## config.mk

```make
export PLATFORM = sky130hd
export DESIGN_NAME = alu_nibble_seq_flat
export DESIGN_NICKNAME = d
export VERILOG_FILES = /design/src/rtl/alu_nibble_seq_if.sv /design/src/rtl/alu_nibble_seq.sv /design/src/flat_wrapper.sv
export SDC_FILE = /design/constraint.sdc
export NUM_CORES = 1
export LEC_CHECK = 0
export ABC_CLOCK_PERIOD_IN_PS = 1900
export CORE_ASPECT_RATIO = 0.5
export CORE_MARGIN = 2
export CORE_UTILIZATION = 42
export CTS_CLUSTER_SIZE = 8
export DETAILED_ROUTE_END_ITERATION = 10
export PLACE_DENSITY = 0.87
export RECOVER_POWER = 50
export SYNTH_ARGS = -nofsm -noshare
export SYNTH_HDL_FRONTEND = slang
export SYNTH_SLANG_ARGS = --single-unit
export TNS_END_PERCENT = 20
```

## constraint.sdc

```tcl
create_clock -name clk -period 1.9 [get_ports clk]
set_clock_uncertainty 0.15 [all_clocks]
set_input_delay 0.19 -clock clk [delete_from_list [all_inputs] [get_ports clk]]
set_output_delay 0.19 -clock clk [all_outputs]
set_load 0.03 [all_outputs]
```

## src/rtl/alu_nibble_seq_if.sv

```systemverilog
// Bundle of request, result and ALU-slice pins around the nibble sequencer.
// Both in_* and out_* use the same handshake: a transfer happens on a rising clk
// edge where valid && ready are both 1; the payload must be stable whenever valid is 1.
interface alu_nibble_seq_if #(parameter int NIBBLES = 4);
    localparam int W = 4 * NIBBLES;

    logic           in_valid;
    logic           in_ready;
    logic [1:0]     in_m;
    logic [W-1:0]   in_a;
    logic [W-1:0]   in_b;
    logic           in_cin;

    logic           alu_m1;
    logic           alu_m0;
    logic [3:0]     alu_a;
    logic [3:0]     alu_b;
    logic           alu_cin;
    logic [3:0]     alu_f;
    logic           alu_cout;

    logic           out_valid;
    logic           out_ready;
    logic [W-1:0]   out_res;
    logic           out_cout;
    logic           out_zero;

    // Environment side: requester, consumer and the combinational ALU slice.
    modport master (
        output in_valid, in_m, in_a, in_b, in_cin, out_ready, alu_f, alu_cout,
        input  in_ready, out_valid, out_res, out_cout, out_zero,
               alu_m1, alu_m0, alu_a, alu_b, alu_cin
    );

    modport slave (
        input  in_valid, in_m, in_a, in_b, in_cin, out_ready, alu_f, alu_cout,
        output in_ready, out_valid, out_res, out_cout, out_zero,
               alu_m1, alu_m0, alu_a, alu_b, alu_cin
    );
endinterface

```

## src/rtl/alu_nibble_seq.sv

```systemverilog
// Serial multi-nibble sequencer for a 4-bit ALU slice: one nibble per clock, LSB first,
// chain bit looped through a register. Optional zero flag: define ALU_SEQ_ZFLAG_EN.
module alu_nibble_seq #(
    parameter int NIBBLES = 4
) (
    input  logic            clk,
    input  logic            rst_n,
    alu_nibble_seq_if.slave bus,
    output logic [1:0]      dbg_state
);
    localparam int W  = 4 * NIBBLES;
    localparam int KW = (NIBBLES > 1) ? $clog2(NIBBLES) : 1;
    localparam logic [KW-1:0] K_LAST = KW'(NIBBLES - 1);

    typedef enum logic [1:0] {
        IDLE = 2'd0,
        RUN  = 2'd1,
        DONE = 2'd2
    } state_t;

    state_t         state_q, state_d;
    logic [KW-1:0]  k_q, k_d;
    logic           c_q, c_d;
    logic [1:0]     m_q, m_d;
    logic [W-1:0]   a_q, a_d;
    logic [W-1:0]   b_q, b_d;
    logic [W-1:0]   res_q, res_d;

    always_ff @(posedge clk) begin
        if (!rst_n) begin
            state_q <= IDLE;
            k_q     <= '0;
            c_q     <= 1'b0;
            m_q     <= 2'b00;
            a_q     <= '0;
            b_q     <= '0;
            res_q   <= '0;
        end else begin
            state_q <= state_d;
            k_q     <= k_d;
            c_q     <= c_d;
            m_q     <= m_d;
            a_q     <= a_d;
            b_q     <= b_d;
            res_q   <= res_d;
        end
    end

    always_comb begin
        state_d = state_q;
        k_d     = k_q;
        c_d     = c_q;
        m_d     = m_q;
        a_d     = a_q;
        b_d     = b_q;
        res_d   = res_q;
        case (state_q)
            IDLE: begin
                if (bus.in_valid) begin
                    m_d     = bus.in_m;
                    a_d     = bus.in_a;
                    b_d     = bus.in_b;
                    c_d     = bus.in_cin;
                    k_d     = '0;
                    res_d   = '0;
                    state_d = RUN;
                end
            end
            RUN: begin
                // The chain bit is forwarded blindly; the ALU mode decides its meaning.
                res_d[{k_q, 2'b00} +: 4] = bus.alu_f;
                c_d                      = bus.alu_cout;
                if (k_q == K_LAST) begin
                    state_d = DONE;
                end else begin
                    k_d = k_q + 1'b1;
                end
            end
            DONE: begin
                if (bus.out_ready) begin
                    state_d = IDLE;
                end
            end
            default: begin
                state_d = IDLE;
            end
        endcase
    end

    always_comb begin
        bus.in_ready  = (state_q == IDLE);
        bus.out_valid = (state_q == DONE);
        bus.out_res   = res_q;
        bus.out_cout  = c_q;
        bus.alu_m1    = m_q[1];
        bus.alu_m0    = m_q[0];
        bus.alu_a     = 4'h0;
        bus.alu_b     = 4'h0;
        bus.alu_cin   = 1'b0;
        // Operand pins are live only while a nibble is being computed.
        if (state_q == RUN) begin
            bus.alu_a   = a_q[{k_q, 2'b00} +: 4];
            bus.alu_b   = b_q[{k_q, 2'b00} +: 4];
            bus.alu_cin = c_q;
        end
    end

`ifdef ALU_SEQ_ZFLAG_EN
    logic zero_q, zero_d;

    // Armed to 1 on accept, then knocked down by any non-zero result nibble.
    always_comb begin
        zero_d = zero_q;
        if (state_q == IDLE && bus.in_valid) begin
            zero_d = 1'b1;
        end else if (state_q == RUN) begin
            zero_d = zero_q & (bus.alu_f == 4'h0);
        end
    end

    always_ff @(posedge clk) begin
        if (!rst_n) begin
            zero_q <= 1'b0;
        end else begin
            zero_q <= zero_d;
        end
    end

    assign bus.out_zero = zero_q;
`else
    assign bus.out_zero = 1'b0;
`endif

    assign dbg_state = state_q;
endmodule
```

## src/flat_wrapper.sv

```systemverilog
// flat-port wrapper written by rule: the top's interface ports become plain ports
module alu_nibble_seq_flat 
#(
    parameter int NIBBLES = 4
)
  (clk, rst_n, dbg_state, bus_in_valid, bus_in_m, bus_in_a, bus_in_b, bus_in_cin, bus_out_ready, bus_alu_f, bus_alu_cout, bus_in_ready, bus_out_valid, bus_out_res, bus_out_cout, bus_out_zero, bus_alu_m1, bus_alu_m0, bus_alu_a, bus_alu_b, bus_alu_cin);
  alu_nibble_seq_if #(.NIBBLES(NIBBLES)) bus_i ();
  input  logic clk;
  input  logic rst_n;
  output logic [1:0] dbg_state;
  input wire logic [$bits(bus_i.in_valid)-1:0] bus_in_valid;
  input wire logic [$bits(bus_i.in_m)-1:0] bus_in_m;
  input wire logic [$bits(bus_i.in_a)-1:0] bus_in_a;
  input wire logic [$bits(bus_i.in_b)-1:0] bus_in_b;
  input wire logic [$bits(bus_i.in_cin)-1:0] bus_in_cin;
  input wire logic [$bits(bus_i.out_ready)-1:0] bus_out_ready;
  input wire logic [$bits(bus_i.alu_f)-1:0] bus_alu_f;
  input wire logic [$bits(bus_i.alu_cout)-1:0] bus_alu_cout;
  output wire logic [$bits(bus_i.in_ready)-1:0] bus_in_ready;
  output wire logic [$bits(bus_i.out_valid)-1:0] bus_out_valid;
  output wire logic [$bits(bus_i.out_res)-1:0] bus_out_res;
  output wire logic [$bits(bus_i.out_cout)-1:0] bus_out_cout;
  output wire logic [$bits(bus_i.out_zero)-1:0] bus_out_zero;
  output wire logic [$bits(bus_i.alu_m1)-1:0] bus_alu_m1;
  output wire logic [$bits(bus_i.alu_m0)-1:0] bus_alu_m0;
  output wire logic [$bits(bus_i.alu_a)-1:0] bus_alu_a;
  output wire logic [$bits(bus_i.alu_b)-1:0] bus_alu_b;
  output wire logic [$bits(bus_i.alu_cin)-1:0] bus_alu_cin;
  assign bus_i.in_valid = bus_in_valid;
  assign bus_i.in_m = bus_in_m;
  assign bus_i.in_a = bus_in_a;
  assign bus_i.in_b = bus_in_b;
  assign bus_i.in_cin = bus_in_cin;
  assign bus_i.out_ready = bus_out_ready;
  assign bus_i.alu_f = bus_alu_f;
  assign bus_i.alu_cout = bus_alu_cout;
  assign bus_in_ready = bus_i.in_ready;
  assign bus_out_valid = bus_i.out_valid;
  assign bus_out_res = bus_i.out_res;
  assign bus_out_cout = bus_i.out_cout;
  assign bus_out_zero = bus_i.out_zero;
  assign bus_alu_m1 = bus_i.alu_m1;
  assign bus_alu_m0 = bus_i.alu_m0;
  assign bus_alu_a = bus_i.alu_a;
  assign bus_alu_b = bus_i.alu_b;
  assign bus_alu_cin = bus_i.alu_cin;
  alu_nibble_seq #(.NIBBLES(NIBBLES)) u_core (.clk(clk), .rst_n(rst_n), .bus(bus_i), .dbg_state(dbg_state));
endmodule
```

==> results of run 1 <==
-- sequential cells by signal (all words and copies together) (netlist names) --
name,cells
u_core.a_q,16
u_core.b_q,16
u_core.bus.out_cout,1
u_core.bus.out_res,16
u_core.dbg_state,2
u_core.k_q,2
u_core.m_q,2
-- cell families (layout without fill, tap and decap cells) --
| group | count (synthesis) | count (layout) |
|---|---|---|
| adder cells (fa/ha/maj) | 6 | 6 |
| flip-flops | 55 | 55 |
| other | 1 | 1 |
| AND/OR/NAND/NOR | 122 | 122 |
| buffers and inverters | 24 | 101 |
| AO/OA/AOI/OAI | 60 | 60 |
| multiplexers | 8 | 8 |
-- metrics by stage --
stage / setup TNS [ns] / hold WS (ns) / setup WS (ns) / std cells / util [%]
final: -0.432 / 0.290 / -0.0976 / 426 / 63.1
after global routing: -1.20 / 0.312 / -0.122 / 426 / 63.1
after CTS: -0.931 / 0.292 / -0.133 / 425 / 62.6
after detailed placement: -2.15 / 0.301 / -0.275 / 416 / 59.3
after global placement: -1.87 / 0.290 / -0.242 / 416 / 59.3
after floorplan: 0 / 0.175 / 0.0774 / 276 / -
-- power by group --
part | internal, mW | switching [mW] | total [mW]
sequential | 1.21 | 0.0346 | 1.24
clock | 0.656 | 0.406 | 1.06
combinational | 0.231 | 0.229 | 0.460
-- cell usage in the layout (no fill, tap or decap), drive strengths merged --
| cell | count |
|---|---|
| dlygate4sd2 | 2 |
| o32ai | 1 |
| a21oi | 4 |
| a21boi | 35 |
| and2b | 1 |
| or3b | 1 |
| ha | 6 |
| nor3b | 1 |
| dfxtp | 55 |
| clkbuf | 10 |
| nand3 | 3 |
| clkinv | 1 |
| and4bb | 1 |
| nand2b | 2 |
| and2 | 10 |
| nand3b | 1 |
| nor2b | 2 |
| nand2 | 96 |
| nor2 | 2 |
| o22ai | 16 |
| mux4 | 8 |
| bufinv | 1 |
| buf | 20 |
| nand4 | 1 |
| conb | 1 |
| a22oi | 2 |
| or4 | 1 |
| o21ai | 2 |
| dlygate4sd3 | 17 |
| clkdlybuf4s50 | 46 |
| inv | 4 |
-- worst min-delay path, stage by stage --
cell,delay (ns)
clkdlybuf4s50_1,0.39
nand2_1,0.05
a21boi_1,0.05
-- cell type report --
class / instances / share of cell area, %
tap: 73 / 2.57
clock inverter: 2 / 0.985
sequential: 55 / 31.1
inverter: 4 / 0.492
timing repair buffer: 89 / 24.7
clock buffer: 6 / 3.90
multi-input combinational: 197 / 36.3
-- per-layer routing --
layer  GRT usage [%]  part of all wire [%]  wire length, um  vias up
li1                -                     -                -     1085
met1            24.1                    42             2740     1052
met2            35.3                    51             3370       68
met3            3.71                   5.0              332       17
met4            8.54                   2.2              142        0
met5               0                     0                0        -
-- what timing repair did --
item	CTS	global route
gates cloned	0	0
pin swaps	1	3
buffers inserted	1	1
resized for setup	53	21
endpoints found under the setup margin	19	25
-- worst max-delay path by stage --
stage / to / slack [ns]
6_report: bus_alu_a[2] / -0.1
5_1_grt: bus_alu_a[2] / -0.12
4_1_cts: bus_alu_b[0] / -0.13
3_5_place_dp: bus_alu_a[2] / -0.28
3_3_place_gp: bus_alu_a[1] / -0.24
2_1_floorplan: u_core.bus.out_res[11] / 0.08
==> results.yml, run 1 <==
layout:
  postLayoutCellArea_mm2: 0.00356
  seqCellArea_mm2: 0.00110
  multi_input_area_mm2: 0.00129
  area_delta_synth_final_pct: 41.4
  layout.filler_cells: 456
  nets: 402
  post_route_cells_drive_above_1_share_pct: 13.9
  diodes: 0
floorplan:
  top_level_port_count: 77
  start_util_pct: 44.7
  die_height_um: 58.7
  std_cell_rows: 19
  design.core.area_mm2: 0.00563
  die_boundary_width_um: 113
  die_area_mm2: 0.00666
critical_path:
  worst_r2r_startpoint: "u_core.k_q[0]"
  worst_r2r_endpoint: "u_core.bus.out_res[10]"
  setup_crit_start: "u_core.k_q[0]"
  required_ns: 1.56
  critical_path.top_delay_family: "multiplexers"
  setup.worst_path.end_class: "output pin"
  critical_path.slowest_cell: "mux4_2"
  worst-path-buf-inv: 2
  r2r_cells: 8
  critical_path.cell_chain: "buf_8 -> mux4_2 -> and2_4 -> buf_6"
  critPathKind: "reg2out"
  reg2reg_slack_ns: 0.04
  worst_setup_path_start_kind: "flop"
  crit_cells: 4
  slowest_stage_delay_on_critical_path_ns: 0.50
  critical_path_peak_fanout: 6
  data_arrival_time_of_the_critical_path_ns: 1.66
clock_tree:
  cts_num_sinks: 55
  clk_path_buf_depth: 2
  tritoncts.num_buffers: 5
  cts.root.buffer_cell: "clkbuf_16"
  cts.reportedPaths.clkPinSlew_ns: 0.07
  cts_tree: "done"
  clk_latency_ns: 0.29
  ctsHoldBuffers: 0
  h-tree-depth: 2
drt:
  initialDrtViolationCount: 165
  post_drt_via_cell_ratio: 5.22
  remaining_drc_errors: 0
  routed_wirelength_um: 6580
  drt_pre_antenna_iters: 4
  drt-wirelength-per-cell_um: 15.4
  via_count: 2222
  detail-route-antenna-nets: 0
worst_hold_path:
  min_delay_worst_endpoint: "u_core.b_q[4]"
  hold_depth: 3
  worst_hold_startpoint: "bus_in_b[4]"
  hp-class: "in2reg"
run:
  number_of_maximum_capacitance_constraint_violations: 0
synthesis:
  post_synth_num_cell_types: 30
  synth.most_common_cell: "nand2_1"
  synth.avg_cell_area_um2: 9.12
  synth_top_family_by_area: "simple AND/OR/NAND/NOR gates"
  post_synth_xor_area_fraction_pct: 0
  adder_cell_share_of_the_synthesized_area_pct: 2.98
  synth_compound_gate_area_share_pct: 16.6
  synth_edf_count: 0
  synth-warning-count: 0
  ys_async_rst_share_pct: 0
  post_synth_mux_area_share_pct: 8.35
  yosys-top-cells-area: "dfxtp_1 44%, nand2_1 14%, mux4_1 8.4%"
  synth_commonest_cells: "96 x nand2_1, 55 x dfxtp_1, 27 x a21boi_0"
  mappedNetlistArea_mm2: 0.00252
  synth_cells: 276
  netlist.area_leader.share_pct: 43.8
  synth_largest_area_cell: "dfxtp_1"
  synth_simple_gate_area_share_pct: 21.9
  ys_seq_area_share_pct: 43.8
  yosys_register_bits: 55
  synth_fp_nets: 326
  postSynth.topFlopCell: "dfxtp_1"
global_route:
  maximum_number_of_pins_on_one_net_before_global_route_repair: 62
  globalRouteTotalUtil_pct: 19.8
  globalRouteOverflowTotal: 0
  first_global_vias: 2240
  grt_first_pass_wirelength_um: 10400
  grt_antenna_before_repair: 0
placed_design:
  portBuffers: 75
  cell_area_placed_mm2: 0.00334
  routabilityCongestion: 0.747
  detailed_place_hpwl_um: 4420
run_status:
  run_status: "complete, but fails checks"
  failing_checks: "negative setup slack"
power:
  p_total_mw: 2.76
  power.ir.vdd_worst_v: 0.000387
  p_leak_nw: 1.40
  power.density_cell_area_mw_per_mm2: 777
timing:
  min_period_over_period_pct: 105
  hold_viol_final: 0
  minimum_setup_slack_in_the_final_design_ns: -0.0976
  achievable_clock_frequency_ghz: 0.501
  setup_viol_count_final: 8
  maxSlewViolCount: 0
  timing.final.crit_period_ns: 2.00
  grt_setup_unrepaired: "yes"
No activity file was read; power rests on OpenSTA's default activity.
==> run 2: changes to the inputs <==
--- a/constraint.sdc
+++ b/constraint.sdc
@@ -4,2 +4,2 @@
 set_output_delay 0.19 -clock clk [all_outputs]
-set_load 0.03 [all_outputs]
+set_load 0.01 [all_outputs]
==> run 2 against run 1 <==
The run still ends with negative setup slack left. Non-clock buffer count is 2 higher. Register-to-register slack lost 0.04 ns. Die area stayed put. Clock power shrank 4%. Flip-flop and latch count stayed put. Cell area is 1.3% lower. Sequential share of layout area increased by 0.41 points. Highest routed layer unchanged. Worst setup slack improved by 0.085 ns.
==> results.yml, run 2 (synthesis gave the netlist of run 1 again) <==
run_status:
  run_status: "complete, but fails checks"
  failing_checks: "negative setup slack"
global_route:
  globalRouteTotalUtil_pct: 20.3
  grt_first_pass_wirelength_um: 10700
  globalRouteOverflowTotal: 0
  grt_antenna_before_repair: 0
  maximum_number_of_pins_on_one_net_before_global_route_repair: 62
  first_global_vias: 2279
timing:
  timing.final.crit_period_ns: 1.91
  achievable_clock_frequency_ghz: 0.523
  minimum_setup_slack_in_the_final_design_ns: -0.0122
  grt_setup_unrepaired: "yes"
  hold_viol_final: 0
  maxSlewViolCount: 0
  min_period_over_period_pct: 101
  setup_viol_count_final: 2
clock_tree:
  cts_tree: "done"
  cts.reportedPaths.clkPinSlew_ns: 0.07
  tritoncts.num_buffers: 5
  cts.root.buffer_cell: "clkbuf_16"
  clk_path_buf_depth: 2
  h-tree-depth: 2
  cts_num_sinks: 55
  clk_latency_ns: 0.29
critical_path:
  critical_path_peak_fanout: 5
  setup.worst_path.end_class: "output pin"
  data_arrival_time_of_the_critical_path_ns: 1.57
  critPathKind: "reg2out"
  reg2reg_slack_ns: 0
  r2r_cells: 8
  required_ns: 1.56
  worst_setup_path_start_kind: "flop"
drt:
  dr.max_layer_used: "met4"
  detail-route-antenna-nets: 0
  initialDrtViolationCount: 178
  routed_wirelength_um: 6630
  remaining_drc_errors: 0
  met1Wirelength_um: 2870
  via_count: 2225
  post_drt_via_cell_ratio: 5.20
  routed_length_on_met2_um: 3300
  drt-wirelength-per-cell_um: 15.5
  drt_pre_antenna_iters: 5
  met3_length_um: 352
layout:
  fin_util_pct: 62.3
  layout.cells.most_common: "nand2_1"
  seqCellArea_mm2: 0.00110
  nets: 404
  mostFrequentLayoutCells: "96 x nand2_1, 54 x dfxtp_1, 47 x clkdlybuf4s50_1"
  area_delta_synth_final_pct: 39.5
  multi_input_area_mm2: 0.00126
  diodes: 0
  final-instance-count-excl-fill: 428
  post_route_cells_drive_above_1_share_pct: 15.8
  layout.filler_cells: 444
worst_hold_path:
  hp-class: "in2reg"
  hold_depth: 3
power:
  p_total_mw: 2.70
  p_leak_nw: 1.38
  power.density_cell_area_mw_per_mm2: 769
  power.ir.vdd_worst_v: 0.000671
floorplan:
  die_boundary_width_um: 113
  start_util_pct: 44.7
  top_level_port_count: 77
  die_height_um: 58.7
  std_cell_rows: 19
  die_area_mm2: 0.00666
  design.core.area_mm2: 0.00563
run:
  number_of_maximum_capacitance_constraint_violations: 0
placed_design:
  portBuffers: 75
  routabilityCongestion: 0.774
  detailed_place_hpwl_um: 4390
  placed_instances: 416
run 2: per-layer routing:
metal	track usage, %	vias to the layer above
met2	37.2	72
met1	24.5	1060
met5	0	-
met4	6.62	0
li1	-	1082
met3	4.22	11
run 2: path summary, 6_finish.rpt:
path / end / startpoint
worst max-delay path: bus_alu_a[3] / u_core.k_q[0]
worst min-delay path: u_core.b_q[0] / bus_in_b[0]
worst max register to register: u_core.bus.out_res[10] / u_core.k_q[0]
worst min register to register: u_core.b_q[6] / u_core.b_q[6]
run 2: metrics by stage:
stage / hold slack, ns / TNS (ns) / area (um^2) / worst slack, ns
global placement: 0.290 / -0.980 / 3330 / -0.130
CTS: 0.303 / -0.0681 / 3460 / -0.0406
finish: 0.300 / -0.0160 / 3510 / -0.0122
global route: 0.311 / -1.02 / 3510 / -0.0689
floorplan: 0.175 / 0 / 2520 / 0.0774
detailed placement: 0.297 / -1.34 / 3330 / -0.152
run 2: area by class of cell:
type | count | area share (%)
clock buffer | 5 | 3.56
clock inverter | 3 | 1.25
inverter | 4 | 0.428
multi-input combinational | 197 | 35.9
sequential | 55 | 31.5
tap | 73 | 2.60
timing repair buffer | 91 | 24.8
run 2: worst max-delay path: stages, from the launching register on:
cell	delay, ns
dfxtp_4	0.36
buf_6	0.14
mux4_2	0.49
and2_1	0.17
buf_2	0.13
run 2: timing repair:
action,in CTS,in global routing
pin swaps,2,5
setup endpoints to repair,26,25
hold buffers,0,0
endpoints found under the hold margin,0,0
resized for setup,47,11
setup buffers,2,2
run 2: where the power goes:
group | internal, mW | switching, mW | leakage [nW] | total (mW)
Combinational | 0.234 | 0.204 | 0.848 | 0.438
Clock | 0.621 | 0.401 | 0.0838 | 1.02
Sequential | 1.21 | 0.0332 | 0.450 | 1.24
==> run 3: changes to the inputs <==
- CORE_UTILIZATION: 42 -> 38
- PLACE_DENSITY: 0.87 -> 0.81
==> run 3 against run 2 <==
The run still ends with negative setup slack left. Register-to-register slack better by 0.02 ns. Sequential share of layout area down 1.0 points. Critical path type unchanged. First-iteration DRC count up 0.56%. Largest cell class unchanged. Die area rose by 10%. Worst setup slack got worse by 0.024 ns. Via count rose by 2.4%. Critical path depth unchanged. Maximum frequency fell by 1.2%.
==> results.yml, run 3 (synthesis gave the netlist of run 1 again) <==
critical_path:
  worst_r2r_startpoint: "u_core.k_q[0]"
  data_arrival_time_of_the_critical_path_ns: 1.60
  setup.worst_path.end_class: "output pin"
  worst_setup_path_start_kind: "flop"
  r2r_cells: 7
  worst_r2r_endpoint: "u_core.bus.out_res[9]"
  critical_path_peak_fanout: 4
  critPathKind: "reg2out"
  reg2reg_slack_ns: 0.02
  setup_crit_start: "u_core.k_q[0]"
  required_ns: 1.56
drt:
  via_count: 2278
  post_drt_via_cell_ratio: 5.10
  remaining_drc_errors: 0
  drt_pre_antenna_iters: 4
  initialDrtViolationCount: 179
  routed_wirelength_um: 6780
  drt-wirelength-per-cell_um: 15.2
  detail-route-antenna-nets: 0
global_route:
  grt_antenna_before_repair: 0
  maximum_number_of_pins_on_one_net_before_global_route_repair: 62
  globalRouteOverflowTotal: 0
  first_global_vias: 2248
  globalRouteTotalUtil_pct: 19.1
  grt_first_pass_wirelength_um: 11000
layout:
  mostFrequentLayoutCells: "95 x nand2_1, 64 x clkdlybuf4s50_1, 53 x dfxtp_1"
  final-instance-count-excl-fill: 447
  area_delta_synth_final_pct: 44.5
  multi_input_area_mm2: 0.00129
  layout.cells.most_common: "nand2_1"
  postLayoutCellArea_mm2: 0.00364
  nets: 408
  fin_util_pct: 58.4
  diodes: 0
  layout.filler_cells: 517
  post_route_cells_drive_above_1_share_pct: 17.8
  seqCellArea_mm2: 0.00111
worst_hold_path:
  min_delay_worst_endpoint: "u_core.b_q[6]"
  hold_depth: 3
  hp-class: "in2reg"
  worst_hold_startpoint: "bus_in_b[6]"
placed_design:
  placed_instances: 434
  cell_area_placed_mm2: 0.00337
  routabilityCongestion: 0.772
  portBuffers: 75
  preCtsSetupSlack_ns: -0.178
  detailed_place_hpwl_um: 4560
clock_tree:
  ctsHoldBuffers: 0
  tritoncts.num_buffers: 5
  cts.reportedPaths.clkPinSlew_ns: 0.07
  clk_latency_ns: 0.29
  h-tree-depth: 2
  cts.root.buffer_cell: "clkbuf_16"
  clk_path_buf_depth: 2
  cts_tree: "done"
  cts_num_sinks: 55
timing:
  maxSlewViolCount: 0
  setup_viol_count_final: 3
  achievable_clock_frequency_ghz: 0.517
  min_period_over_period_pct: 102
  minimum_setup_slack_in_the_final_design_ns: -0.0361
  totalNegativeSetupSlack_ns: -0.0726
  grt_setup_unrepaired: "yes"
  hold_viol_final: 0
  timing.final.crit_period_ns: 1.94
run_status:
  run_status: "complete, but fails checks"
  failing_checks: "negative setup slack"
floorplan:
  die_height_um: 61.5
  start_util_pct: 40.4
  die_boundary_width_um: 119
  std_cell_rows: 20
  design.core.area_mm2: 0.00623
  top_level_port_count: 77
  die_area_mm2: 0.00733
power:
  power.density_cell_area_mw_per_mm2: 763
  power.ir.vdd_worst_v: 0.000356
  p_leak_nw: 1.38
run:
  number_of_maximum_capacitance_constraint_violations: 0
run 3: per-layer routing:
layer | vias up | wire length [um] | GRT usage [%]
met5 | - | 0 | 0
met3 | 6 | 320 | 3.43
met2 | 71 | 3600 | 36.8
met1 | 1106 | 2790 | 23.2
met4 | 0 | 55 | 4.42
li1 | 1095 | - | -
run 3: layout make-up:
type / count / share of cell area (%)
tap: 88 / 3.03
timing repair buffer: 95 / 25.8
multi-input combinational: 197 / 35.5
clock buffer: 5 / 3.44
inverter: 4 / 0.551
sequential: 55 / 30.4
clock inverter: 3 / 1.27
run 3: critical path, stage by stage, from the launching register on:
cell     delay [ns]
dfxtp_4        0.38
buf_12         0.12
mux4_2         0.49
and2_4         0.17
buf_2          0.14
run 3: worst max-delay path by stage:
| stage | to | slack (ns) | cells past startpoint |
|---|---|---|---|
| 5_1_grt | bus_alu_b[3] | -0.06 | 4 |
| 3_5_place_dp | bus_alu_a[1] | -0.18 | 3 |
| 6_report | bus_alu_a[1] | -0.04 | 4 |
| 4_1_cts | bus_alu_a[1] | -0.07 | 4 |
| 2_1_floorplan | u_core.bus.out_res[11] | 0.08 | 6 |
| 3_3_place_gp | bus_alu_a[2] | -0.14 | 3 |
run 3: where the power goes:
part / internal (mW) / leakage (nW) / switching, mW
logic: 0.258 / 0.849 / 0.209
clock network: 0.627 / 0.0804 / 0.436
registers: 1.21 / 0.450 / 0.0343
run 3: timing repair:
action,4_1_cts,5_1_grt
setup buffers,4,2
setup endpoints to repair,22,25
pin swaps,5,4
cloned,0,0
gates resized for setup,48,22
run 3: per-stage QoR:
stage,total power [mW],hold slack (ns)
after global routing,2.87,0.323
after global placement,1.66,0.288
after detailed placement,1.68,0.297
after floorplan,1.49,0.175
after CTS,2.75,0.291
final,2.77,0.296
